--- config.mk ---
export PLATFORM = sky130hd
export DESIGN_NAME = pdu_imem_arbiter
export DESIGN_NICKNAME = d
export VERILOG_FILES = /design/src/rtl/pdu_imem_arbiter.sv
export SDC_FILE = /design/constraint.sdc
export NUM_CORES = 1
export LEC_CHECK = 0
export ABC_AREA = 1
export CORE_ASPECT_RATIO = 1.75
export CORE_MARGIN = 3
export CORE_UTILIZATION = 22
export DETAILED_ROUTE_END_ITERATION = 12
export PLACE_DENSITY = 0.82
export REMOVE_ABC_BUFFERS = 1
export SYNTH_ARGS = -nofsm -noshare
export SYNTH_HDL_FRONTEND = slang
export SYNTH_SLANG_ARGS = --single-unit
--- constraint.sdc ---
create_clock -name sys_clk -period 1.7 [get_ports sys_clk]
set_clock_uncertainty 0.1 [all_clocks]
set_input_delay 0.255 -clock sys_clk [delete_from_list [all_inputs] [get_ports sys_clk]]
set_output_delay 0.255 -clock sys_clk [all_outputs]
set_load 0.02 [all_outputs]
--- src/rtl/pdu_imem_arbiter.sv ---
// -----------------------------------------------------------------------------
// pdu_imem_arbiter
//
// Shares the single-port instruction memory (BRAM with a 1-cycle registered
// read) between the CPU fetch port (read-only) and the PDU debug/loader port
// (read/write). One access is granted per cycle. Read data comes back from
// the memory one cycle after the grant and is steered to the requester that
// owned that grant.
//
// Handshake (both requesters): a requester holds req/addr/we/wdata stable
// until it sees gnt high in the same cycle; the transfer happens on the
// rising edge where req && gnt. A requester may drop req without a grant.
// At most one gnt is high per cycle. rvalid is a one-cycle pulse with no
// back-pressure: the requester must take rdata while rvalid is high.
//
// Arbitration: the PDU wins ties, but after PDU_BURST consecutive PDU grants
// with the CPU waiting, the CPU is forced one grant so a streaming loader
// cannot starve instruction fetch.
//
// Ports:
//   sys_clk, sys_rst       clock, synchronous active-high reset
//   cpu_req/addr           CPU fetch request and word address
//   cpu_gnt                CPU request accepted this cycle (combinational)
//   cpu_rvalid/rdata       CPU read return, one cycle after grant
//   cpu_flush              discard CPU read data in flight / being issued
//   pdu_req/we/addr/wdata  PDU access request
//   pdu_gnt                PDU request accepted this cycle (combinational)
//   pdu_rvalid/rdata       PDU read return, one cycle after grant
//   mem_addr/we/wdata      IMEM drive
//   mem_rdata              IMEM read data (valid cycle after address)
// -----------------------------------------------------------------------------
module pdu_imem_arbiter #(
  parameter int DEPTH     = 12,
  parameter int PDU_BURST = 4
) (
  input  logic             sys_clk,
  input  logic             sys_rst,
  input  logic             cpu_req,
  input  logic [DEPTH-1:0] cpu_addr,
  output logic             cpu_gnt,
  output logic             cpu_rvalid,
  output logic [31:0]      cpu_rdata,
  input  logic             cpu_flush,
  input  logic             pdu_req,
  input  logic             pdu_we,
  input  logic [DEPTH-1:0] pdu_addr,
  input  logic [31:0]      pdu_wdata,
  output logic             pdu_gnt,
  output logic             pdu_rvalid,
  output logic [31:0]      pdu_rdata,
  output logic [DEPTH-1:0] mem_addr,
  output logic             mem_we,
  output logic [31:0]      mem_wdata,
  input  logic [31:0]      mem_rdata
);

  localparam logic [3:0] BURST_MAX = 4'(PDU_BURST);

  // Consecutive PDU grants taken while the CPU was waiting.
  logic [3:0] bcnt_q, bcnt_d;
  // Owner tag for the read that the memory is returning this cycle.
  logic       rd_cpu_q, rd_cpu_d;
  logic       rd_pdu_q, rd_pdu_d;
  logic       burst_full;

  assign burst_full = (bcnt_q == BURST_MAX);

  // Grants are purely combinational from the requests and the burst count,
  // and are held off entirely while reset is asserted.
  always_comb begin
    cpu_gnt = 1'b0;
    pdu_gnt = 1'b0;
    if (!sys_rst) begin
      cpu_gnt = cpu_req && (!pdu_req || burst_full);
      pdu_gnt = pdu_req && (!cpu_req || !burst_full);
    end
  end

  // The counter only advances while the CPU is actually being made to wait;
  // any CPU grant or an idle CPU restarts the burst window. Because the PDU
  // is only granted against a waiting CPU while bcnt < PDU_BURST, the count
  // saturates at PDU_BURST.
  always_comb begin
    bcnt_d = 4'd0;
    if (pdu_gnt && cpu_req) begin
      bcnt_d = bcnt_q + 4'd1;
    end
  end

  always_comb begin
    mem_addr = '0;
    if (cpu_gnt) begin
      mem_addr = cpu_addr;
    end else if (pdu_gnt) begin
      mem_addr = pdu_addr;
    end
  end

  assign mem_we    = pdu_gnt && pdu_we;
  assign mem_wdata = pdu_wdata;

  // A flush in the grant cycle kills the tag; a flush in the return cycle
  // masks the valid below.
  assign rd_cpu_d = cpu_gnt && !cpu_flush;
  assign rd_pdu_d = pdu_gnt && !pdu_we;

  always_ff @(posedge sys_clk) begin
    if (sys_rst) begin
      bcnt_q   <= 4'd0;
      rd_cpu_q <= 1'b0;
      rd_pdu_q <= 1'b0;
    end else begin
      bcnt_q   <= bcnt_d;
      rd_cpu_q <= rd_cpu_d;
      rd_pdu_q <= rd_pdu_d;
    end
  end

  // Valids are also masked by reset so a read granted just before reset
  // never shows up as a return while reset is held.
  assign cpu_rvalid = rd_cpu_q && !cpu_flush && !sys_rst;
  assign pdu_rvalid = rd_pdu_q && !sys_rst;
  assign cpu_rdata  = mem_rdata;
  assign pdu_rdata  = mem_rdata;

endmodule

==> out/metrics.csv <==
metric,value,unit
status,"complete, but fails checks",
failing checks,setup timing,
CP Launch Type,flop,
sequential power share,24.0,%
"Max FO, Critical Path",6,
Clock Sinks,6,
hold path cells,0,
post-route insts no fill,213,
design area,0.00140,mm2
"Cell Area, Placed",0.00115,mm2
Vias,952,
synth top area cells,"buf_4 59%, dfxtp_1 9.7%, nand3_1 9.7%, nand2_1 4.9%, inv_1 2.7%",
worst-case reg-to-reg path depth,7,
sequential area share after synthesis,9.71,%
wire per inst,43.3,um
grt ovf,0,
Min-Delay Endpoint,pdu_rdata[14],
Ys Warns,0,
Core ar.,0.00534,mm2
cts hold-fix bufs,0,
Layout area overhead,12.9,%
Final #Nets,237,
number of flops mapped to enable cells by yosys,0,
pin count of the biggest net entering global routing,13,
Starting Density,23.2,%
Post-synth top cells,"97 x buf_4, 24 x nand3_1, 16 x nand2_1, 9 x inv_1, 8 x nor2_1",
Final Max Slew Viols,0,
final hold vios,0,
Post-synth top flop,dfxtp_1,
dominant cell type by area after synthesis,buf_4,
number of global-route vias before repair,968,
flop2flop setup slack,0.51,ns
Routed WL,9220,um
Worst Setup Path Type,flop to output port,
first-pass GRT wire length,11000,um
RePlAce Congestion,0.754,
internal power,440,uW
count of cell types in the netlist,18,
DR DRC count,0,
PwrDens,434,mW/mm2
Post-Route Setup TNS,-0.0631,ns
Post-Syn Area,0.00124,mm2
worst endpoint required time,1.34,ns
clk slew on worst S/H paths,0.04,ns
Root Buffer,clkbuf_8,
io pins,207,
worst-skew pair later-pin latency,0.22,ns
Detailed Place HPWL,8150,um
syn_area_per_cell,7.03,um2
antenna-violating nets left,0,
Worst VDD drop,0.000309,V
num rows,35,
die footprint,0.00660,mm2
CTS buffer count,3,
#FFs+latches synth,6,
Synth top area share,58.8,%
Worst-Margin Slew,0.255,ns
clk buf depth,2,
Tmin final,1.73,ns
Final Worst Setup Slack,-0.0274,ns
Gate Count Post-Synth,176,
Pleak,0.596,nW
Clk pwr share,35.4,%
RR Endpoint,rd_cpu_q$_SDFF_PP0_,
min-delay src,mem_rdata[14],
buffers added on ports,46,
die width,62.7,um
RSZ-0062 raised after global routing,true,
max cap viols,0,
top-count cell post-synth,buf_4,
H-tree depth,1,
Sw Pwr,168,uW
DRC marker count from the first detailed-route iteration,27,
period utilisation layout,102,%
Worst EP arrival,1.37,ns
Die Y,105,um
switching part of the total,27.6,%
Final Util,26.2,%
first-pass iteration count of the detailed router,3,
power share of the combinational group,40.6,%
initial antenna violation count,0,
Hold Path Class,input pin to output port,
FF-to-FF Start,bcnt_q[0]$_SDFF_PP0_,
fmax,579,MHz
overall routing resource usage,26.7,%
Max-Slew Margin vs Limit,83.0,%
DR vias/cell,4.47,
ys async rst share,0,%
n_diodes,0,
Worst setup EP type,output port,
share of layout cells above drive strength 1,48.9,%
CTS tree,built,
Setup Viol. Count Final,5,
placed cell count,206,
how the worst max path moves through the flow:
stage | endpoint | slack (ns) | from | depth (start not counted)
finish | mem_addr[5] | -0.03 | bcnt_q[0]$_SDFF_PP0_ | 7
global route | mem_addr[5] | -0.07 | bcnt_q[0]$_SDFF_PP0_ | 7
CTS | pdu_gnt | -0.007 | bcnt_q[1]$_SDFF_PP0_ | 6
detailed placement | mem_addr[3] | -0.52 | pdu_req | 6
global placement | mem_addr[3] | -0.49 | cpu_req | 7
floorplan | mem_we | 0.08 | bcnt_q[0]$_SDFF_PP0_ | 5
placed cells by master (no fill, tap or decap), drive strengths merged:
master	count
xnor2	1
clkdlybuf4s50	26
clkdlybuf4s15	3
nand4	2
ha	2
buf	25
dfxtp	6
dlygate4sd2	3
nor3b	1
clkbuf	4
inv	10
bufbuf	1
nor2	10
nand3	27
nand2	18
cell type report:
cell class                      instances  area, um2
Clock buffer                            3       41.3
Fill cell                             620       3950
Inverter                               10       37.5
Multi-Input combinational cell         61        462
Sequential cell                         6        123
Tap cell                               74       92.6
Timing Repair Buffer                   59        642
routing by layer:
metal / vias up / wire length [um] / global-route usage [%]
met5: - / 0 / 0
met4: 0 / 1270 / 31.4
met3: 40 / 1770 / 23.3
met2: 148 / 4920 / 48.6
met1: 385 / 1260 / 10.1
li1: 379 / - / -
stage by stage:
stage	setup slack, ns	power (mW)	hold slack [ns]
after floorplan	0.0825	0.216	0.227
after global placement	-0.489	0.356	0.410
after detailed placement	-0.521	0.358	0.411
after CTS	-0.00735	0.573	0.411
after global routing	-0.0680	0.634	0.410
final	-0.0274	0.607	0.410
power groups by stage:
stage	clock (mW)	sequential (mW)	combinational [mW]
final	0.215	0.146	0.247
after global routing	0.225	0.146	0.262
after global placement	0	0.147	0.208
after floorplan	0	0.148	0.0676
after CTS	0.218	0.146	0.209
after detailed placement	0	0.148	0.211
sequential cells by signal (all words and copies together) (netlist names):
register / cells
rd_pdu_q: 1
rd_cpu_q: 1
bcnt_q: 4
worst max-delay path, stage by stage, from the launching register on:
cell       delay (ns)
dfxtp_2          0.31
inv_2            0.06
ha_4             0.16
nand4_4          0.15
clkbuf_16        0.21
nand3_2          0.06
nand2_1          0.06
buf_6            0.13
repair_timing:
| item | CTS | global route |
|---|---|---|
| pin swaps | 3 | 14 |
| buffers inserted | 1 | 0 |
| gates cloned | 2 | 1 |
| gates resized for setup | 76 | 50 |
| setup endpoints to repair | 17 | 14 |
cell families after synthesis:
logic type / synth area share [%]
buf+inv: 64.1
simple gates: 23.5
fa+ha+maj: 2.02
flops: 9.71
xor+xnor: 0.708
Note: power is estimated with default switching activity, not from simulation.
